==> config.mk <==
export PLATFORM = sky130hd
export DESIGN_NAME = uart_rx
export DESIGN_NICKNAME = d
export VERILOG_FILES = /design/src/rtl/uart_pkg.sv /design/src/rtl/sync_2ff.sv /design/src/rtl/uart_rx.sv
export SDC_FILE = /design/constraint.sdc
export NUM_CORES = 1
export LEC_CHECK = 0
export CAP_MARGIN = 25
export CORE_MARGIN = 1
export CORE_UTILIZATION = 55
export CTS_CLUSTER_SIZE = 16
export DETAILED_ROUTE_END_ITERATION = 8
export MAX_ROUTING_LAYER = met4
export PLACE_DENSITY = 0.87
export SETUP_SLACK_MARGIN = 0.02
export SKIP_LAST_GASP = 1
export SLEW_MARGIN = 25
export SYNTH_ARGS = -nofsm -noshare
export SYNTH_HDL_FRONTEND = slang
export SYNTH_SLANG_ARGS = --single-unit
==> constraint.sdc <==
create_clock -name clk_in -period 2.4 [get_ports clk_in]
set_clock_uncertainty 0.2 [all_clocks]
set_input_delay 0.48 -clock clk_in [delete_from_list [all_inputs] [get_ports clk_in]]
set_output_delay 0.48 -clock clk_in [all_outputs]
set_load 0.02 [all_outputs]
==> src/rtl/uart_pkg.sv <==
// Shared UART definitions: receiver state encoding and default link parameters.
package uart_pkg;

    localparam int unsigned DEFAULT_SAMPLE_RATE = 16;
    localparam int unsigned DEFAULT_DATA_BITS   = 8;

    typedef enum logic [2:0] {
        StIdle,
        StStart,
        StData,
        StParity,
        StStop,
        StBreak
    } rx_state_t;

endpackage

==> src/rtl/sync_2ff.sv <==
// Two-flop synchronizer for asynchronous inputs; flops reset to all ones so idle-high
// lines do not glitch low out of reset.
module sync_2ff #(
    parameter int unsigned Width = 1
) (
    input  logic             clk_i,
    input  logic             rst_ni,
    input  logic [Width-1:0] d_i,
    output logic [Width-1:0] q_o
);

    logic [Width-1:0] meta_q;
    logic [Width-1:0] sync_q;

    always_ff @(posedge clk_i or negedge rst_ni) begin
        if (!rst_ni) begin
            meta_q <= '1;
            sync_q <= '1;
        end else begin
            meta_q <= d_i;
            sync_q <= meta_q;
        end
    end

    assign q_o = sync_q;

endmodule

==> src/rtl/uart_rx.sv <==
// Oversampling 8N1 UART receiver with single-cycle valid and framing-error strobes.
// Define UART_RX_PARITY_EN to add an even-parity bit between the data and stop bits.
module uart_rx
    import uart_pkg::*;
#(
    parameter int unsigned SAMPLE_RATE = DEFAULT_SAMPLE_RATE,
    parameter int unsigned DATA_BITS   = DEFAULT_DATA_BITS
) (
    input  logic                 clk_in,
    input  logic                 rst_n_in,
    input  logic                 tick_in,
    input  logic                 rx_in,
    output logic [DATA_BITS-1:0] data_out,
    output logic                 valid_out,
    output logic                 framing_err_out,
    output logic                 parity_err_out
);

    localparam int unsigned TW = $clog2(SAMPLE_RATE);
    localparam int unsigned BW = $clog2(DATA_BITS + 1);

    localparam logic [TW-1:0] TickMid  = TW'(SAMPLE_RATE / 2 - 1);
    localparam logic [TW-1:0] TickLast = TW'(SAMPLE_RATE - 1);
    localparam logic [BW-1:0] BitLast  = BW'(DATA_BITS - 1);

`ifdef UART_RX_PARITY_EN
    localparam rx_state_t StAfterData = StParity;
`else
    localparam rx_state_t StAfterData = StStop;
`endif

    logic                 rx_s;
    rx_state_t            state_q;
    logic [TW-1:0]        tick_cnt_q;
    logic [BW-1:0]        bit_cnt_q;
    logic [DATA_BITS-1:0] shift_q;
    logic [DATA_BITS-1:0] data_q;
    logic                 valid_q;
    logic                 framing_err_q;
`ifdef UART_RX_PARITY_EN
    logic                 parity_q;
    logic                 parity_err_q;
`endif

    sync_2ff #(
        .Width (1)
    ) u_rx_sync (
        .clk_i  (clk_in),
        .rst_ni (rst_n_in),
        .d_i    (rx_in),
        .q_o    (rx_s)
    );

    always_ff @(posedge clk_in or negedge rst_n_in) begin
        if (!rst_n_in) begin
            state_q       <= StIdle;
            tick_cnt_q    <= '0;
            bit_cnt_q     <= '0;
            shift_q       <= '0;
            data_q        <= '0;
            valid_q       <= 1'b0;
            framing_err_q <= 1'b0;
`ifdef UART_RX_PARITY_EN
            parity_q      <= 1'b0;
            parity_err_q  <= 1'b0;
`endif
        end else begin
            valid_q       <= 1'b0;
            framing_err_q <= 1'b0;
`ifdef UART_RX_PARITY_EN
            parity_err_q  <= 1'b0;
`endif
            if (tick_in) begin
                unique case (state_q)
                    StIdle: begin
                        if (!rx_s) begin
                            state_q    <= StStart;
                            tick_cnt_q <= '0;
                        end
                    end
                    StStart: begin
                        // Re-check mid start bit to reject short glitches.
                        if (tick_cnt_q == TickMid) begin
                            tick_cnt_q <= '0;
                            bit_cnt_q  <= '0;
                            state_q    <= rx_s ? StIdle : StData;
                        end else begin
                            tick_cnt_q <= tick_cnt_q + TW'(1);
                        end
                    end
                    StData: begin
                        if (tick_cnt_q == TickLast) begin
                            tick_cnt_q <= '0;
                            shift_q    <= {rx_s, shift_q[DATA_BITS-1:1]};
                            bit_cnt_q  <= bit_cnt_q + BW'(1);
                            if (bit_cnt_q == BitLast) begin
                                state_q <= StAfterData;
                            end
                        end else begin
                            tick_cnt_q <= tick_cnt_q + TW'(1);
                        end
                    end
`ifdef UART_RX_PARITY_EN
                    StParity: begin
                        if (tick_cnt_q == TickLast) begin
                            tick_cnt_q <= '0;
                            parity_q   <= rx_s;
                            state_q    <= StStop;
                        end else begin
                            tick_cnt_q <= tick_cnt_q + TW'(1);
                        end
                    end
`endif
                    StStop: begin
                        // Leaving mid stop bit lets the next start edge arrive half a bit later.
                        if (tick_cnt_q == TickLast) begin
                            tick_cnt_q <= '0;
                            if (rx_s) begin
                                data_q  <= shift_q;
                                state_q <= StIdle;
`ifdef UART_RX_PARITY_EN
                                if ((^shift_q) ^ parity_q) begin
                                    parity_err_q <= 1'b1;
                                end else begin
                                    valid_q <= 1'b1;
                                end
`else
                                valid_q <= 1'b1;
`endif
                            end else begin
                                framing_err_q <= 1'b1;
                                state_q       <= StBreak;
                            end
                        end else begin
                            tick_cnt_q <= tick_cnt_q + TW'(1);
                        end
                    end
                    StBreak: begin
                        if (rx_s) begin
                            state_q <= StIdle;
                        end
                    end
                    default: begin
                        state_q <= StIdle;
                    end
                endcase
            end
        end
    end

    assign data_out        = data_q;
    assign valid_out       = valid_q;
    assign framing_err_out = framing_err_q;
`ifdef UART_RX_PARITY_EN
    assign parity_err_out  = parity_err_q;
`else
    assign parity_err_out  = 1'b0;
`endif

endmodule

==> metrics.md <==
| Metric | Value |
|---|---|
| CORE AREA | 2520 sq um |
| Largest family of logic cells by synthesized area | simple AND/OR/NAND/NOR gates |
| Standard-cell rows | 18 |
| Worst endpoint data arrival time | 2160 ps |
| Area after DPL | 1640 sq um |
| Largest delay contributor family on the critical path | simple AND/OR/NAND/NOR gates |
| Number of storage elements in the synthesis netlist | 31 |
| Share of synthesized cell area in and, or, nand and nor gates | 14.2% |
| First-pass GRT wire length | 4.71 mm |
| Sequential group share of total power | 45.8% |
| Yosys warnings | 0 |
| WL/cell | 16.0 microns |
| Die outline width | 54.1 microns |
| Unrepaired setup endpoints after global routing | false |
| Bufs on Longest Clock Path | 2 |
| Count of fill cells added during filler insertion | 195 |
| Net switching component of the power | 531 uW |
| Fraction of synthesized cell area in xor and xnor cells | 0% |
| Share of synthesized flip-flops with an asynchronous set or reset | 100% |
| Setup slack of the worst register-to-register path | 260 ps |
| Switching share of total power | 35.4% |
| H-tree levels | 2 |
| Crit Path Max Fanout | 14 |
| Netlist area before placement | 1490 sq um |
| Final standard cell area without fillers | 1720 sq um |
| Antenna Diode Count | 0 |
| Worst min-delay path class | register to register |
| Area share of fa/ha/maj cells after synthesis | 2.35% |
| Detailed-route wire length | 2.79 mm |
| Sequential share of the synthesized area | 52.2% |
| Power density cells | 873 nW/um^2 |
| Setup WS pre-CTS | 201 ps |
| Largest net degree at the start of global routing | 32 |
| Hold path startpoint | u_rx_sync.meta_q$_DFF_PN1_ |
| Area growth from synthesis to layout | 15.2% |
| Clock tree from TritonCTS | built |
| TritonCTS sink count | 31 |
| Master cell of the clock root buffer | sky130_fd_sc_hd__clkbuf_4 |
| DRT iter0 DRCs | 26 |
| Final net count | 150 |
| Crit path launch | state_q[1]$_DFFE_PN0P_ |
| Post-layout total power | 1.50 mW |
| Most common flop cell mapped by yosys | sky130_fd_sc_hd__dfrtp_1 |
| First drt pass iteration count | 4 |
| Commonest non-fill, non-tap cell in the layout | sky130_fd_sc_hd__dfrtp_1 |
| DIE AREA | 2920 sq um |
| Setup crit end kind | register |
| Max VDD drop | 0.805 mV |
| # hold bufs at CTS | 0 |
| Startpoint types | register |
| Number of buffers added by the clock tree synthesis step | 5 |
| Instance count of the mapped netlist | 126 |
| Total via count in the routed design | 1044 |
| Routability cong. | 0.894 |
| Die Span Y | 54.1 microns |
| Slowest library cell on the worst path | sky130_fd_sc_hd__dfrtp_1 |
| Number of design rule violations left after detail routing | 0 |
| Proportion of power drawn by combinational gates | 30.7% |
| # Max-Cap Violations | 0 |
| Final cycle utilization of the critical path | 89.2% |
| Remaining antenna violation count after routing | 0 |
| Final min period | 2140 ps |
| Number of enable flip-flop cells after synthesis | 0 |
| Data required time of the critical path | 2420 ps |
| HPWL after DPL | 1.92 mm |
| Final Setup Violations | 0 |
| Grt total ovfl | 0 |
| Crit path depth | 5 |
| Power share of the clock group | 23.6% |
| Post-CTS Resized | 0 |
| Cell-by-cell trace of the critical path | or3b_4, inv_1, and3_1, buf_4, mux2_2 |
| Leak Pwr | 0.812 nW |
| Post-synthesis net count | 132 |
| Post-route worst setup slack | 259 ps |
| CP max stage delay | 600 ps |
| Fin Setup TNS | 0 ps |
| Number of ports placed on the die boundary | 15 |
| Kind of critical path | register to register |
| Number of post-CTS setup repair buffers | 0 |
| Multiplexer share of the synthesized area | 13.8% |
| Final count of pins violating max slew | 0 |
| Area fraction in compound gates after synthesis | 14.0% |
| Internal portion of total power | 968 uW |
| Share of layout cells above drive strength 1 | 24.8% |
| Global-route total usage across every layer | 25.0% |
| Reg2reg path depth | 5 |
| Cells on Worst Hold Path | 0 |
| Worst Path Buf+Inv | 2 |
| Antenna violations before repair | 0 |
| Mean post-synth cell area | 11.8 sq um |
| Run status | finished, final reports clean |
| Critical R2R Launch | state_q[1]$_DFFE_PN0P_ |
| Commonest cells after routing, fill and taps aside | sky130_fd_sc_hd__dfrtp_1, sky130_fd_sc_hd__mux2_2, sky130_fd_sc_hd__clkdlybuf4s50_1, sky130_fd_sc_hd__nand2_1, sky130_fd_sc_hd__nor2_1 |
| Clock insertion delay at the later pin of the skew report | 330 ps |
| Final Hold Vio Count | 0 |
| Starting density of the core | 59.1% |
| Via count normalized by instance count | 5.97 |
| Port-buffer cells | 13 |
| Count of unique library cells instantiated by Yosys | 46 |
| Fmax | 467 MHz |
| Clock input transition at the sequential cells of the worst setup and hold paths | 100 ps |
| Via count of the first global-routing pass | 977 |
-- synth_stat cells (3+ instances only) --
master,number,area share (%)
sky130_fd_sc_hd__nand2_1,8,2.0
sky130_fd_sc_hd__dfrtp_1,29,49
sky130_fd_sc_hd__inv_1,3,0.76
sky130_fd_sc_hd__a21oi_1,3,1.0
sky130_fd_sc_hd__mux2_2,16,12
sky130_fd_sc_hd__nand3_1,3,1.0
sky130_fd_sc_hd__o21ai_1,5,1.7
sky130_fd_sc_hd__o21ai_0,3,1.0
sky130_fd_sc_hd__nor2_1,7,1.8
-- per-layer routing --
layer / global-route usage, % / share of wire (%)
met3: 8.76 / 5.3
met2: 35.0 / 46
met4: 10.3 / 1.6
met5: - / 0
met1: 32.9 / 47
-- power groups by stage --
| stage | Sequential [mW] | Clock (mW) | Combinational (mW) |
|---|---|---|---|
| 2_1_floorplan | 0.641 | 0 | 0.410 |
| 3_3_place_gp | 0.688 | 0 | 0.429 |
| 3_5_place_dp | 0.693 | 0 | 0.457 |
| 4_1_cts | 0.683 | 0.364 | 0.459 |
| 5_1_grt | 0.702 | 0.381 | 0.514 |
| 6_report | 0.686 | 0.353 | 0.459 |
-- cell type report --
class | instances | area (sq um) | share of cell area (%)
repair buffers | 16 | 153 | 8.89
clock buffers | 7 | 65.1 | 3.79
multi-input cells | 87 | 664 | 38.7
well taps | 30 | 37.5 | 2.19
flip-flops and latches | 31 | 778 | 45.3
clock inverters | 1 | 7.51 | 0.437
inverters | 3 | 11.3 | 0.656
-- stage by stage --
step           util (%)  hold slack, ps  cells
5_1_grt            68.1             168    175
3_5_place_dp       65.2             147    167
6_report           68.1             159    175
4_1_cts            68.1             161    175
3_3_place_gp       65.2             147    167
2_1_floorplan         -           -15.6    126
-- worst paths after layout --
| kind | end |
|---|---|
| max reg2reg | shift_q[6]$_DFFE_PN0P_ |
| min | u_rx_sync.q_o$_DFF_PN1_ |
| min reg2reg | u_rx_sync.q_o$_DFF_PN1_ |
| max in group asynchronous | u_rx_sync.q_o$_DFF_PN1_ |
| min in group asynchronous | tick_cnt_q[2]$_DFFE_PN0P_ |
| max | shift_q[6]$_DFFE_PN0P_ |
-- cells by family (layout without fill, tap and decap cells) --
logic type,count (synthesis),after routing
buf+inv,8,27
mux,18,18
fa+ha+maj,3,3
other cells,1,1
flops,31,31
simple gates,37,37
compound gates,28,28
-- state kept, by name, indices dropped and copies added, names as in the netlist --
register	flops
bit_cnt_q	4
state_q	3
tick_cnt_q	4
framing_err_out	1
u_rx_sync.meta_q	1
u_rx_sync.q_o	1
shift_q	8
data_out	8
valid_out	1
No activity file was read; power rests on OpenSTA's default activity.
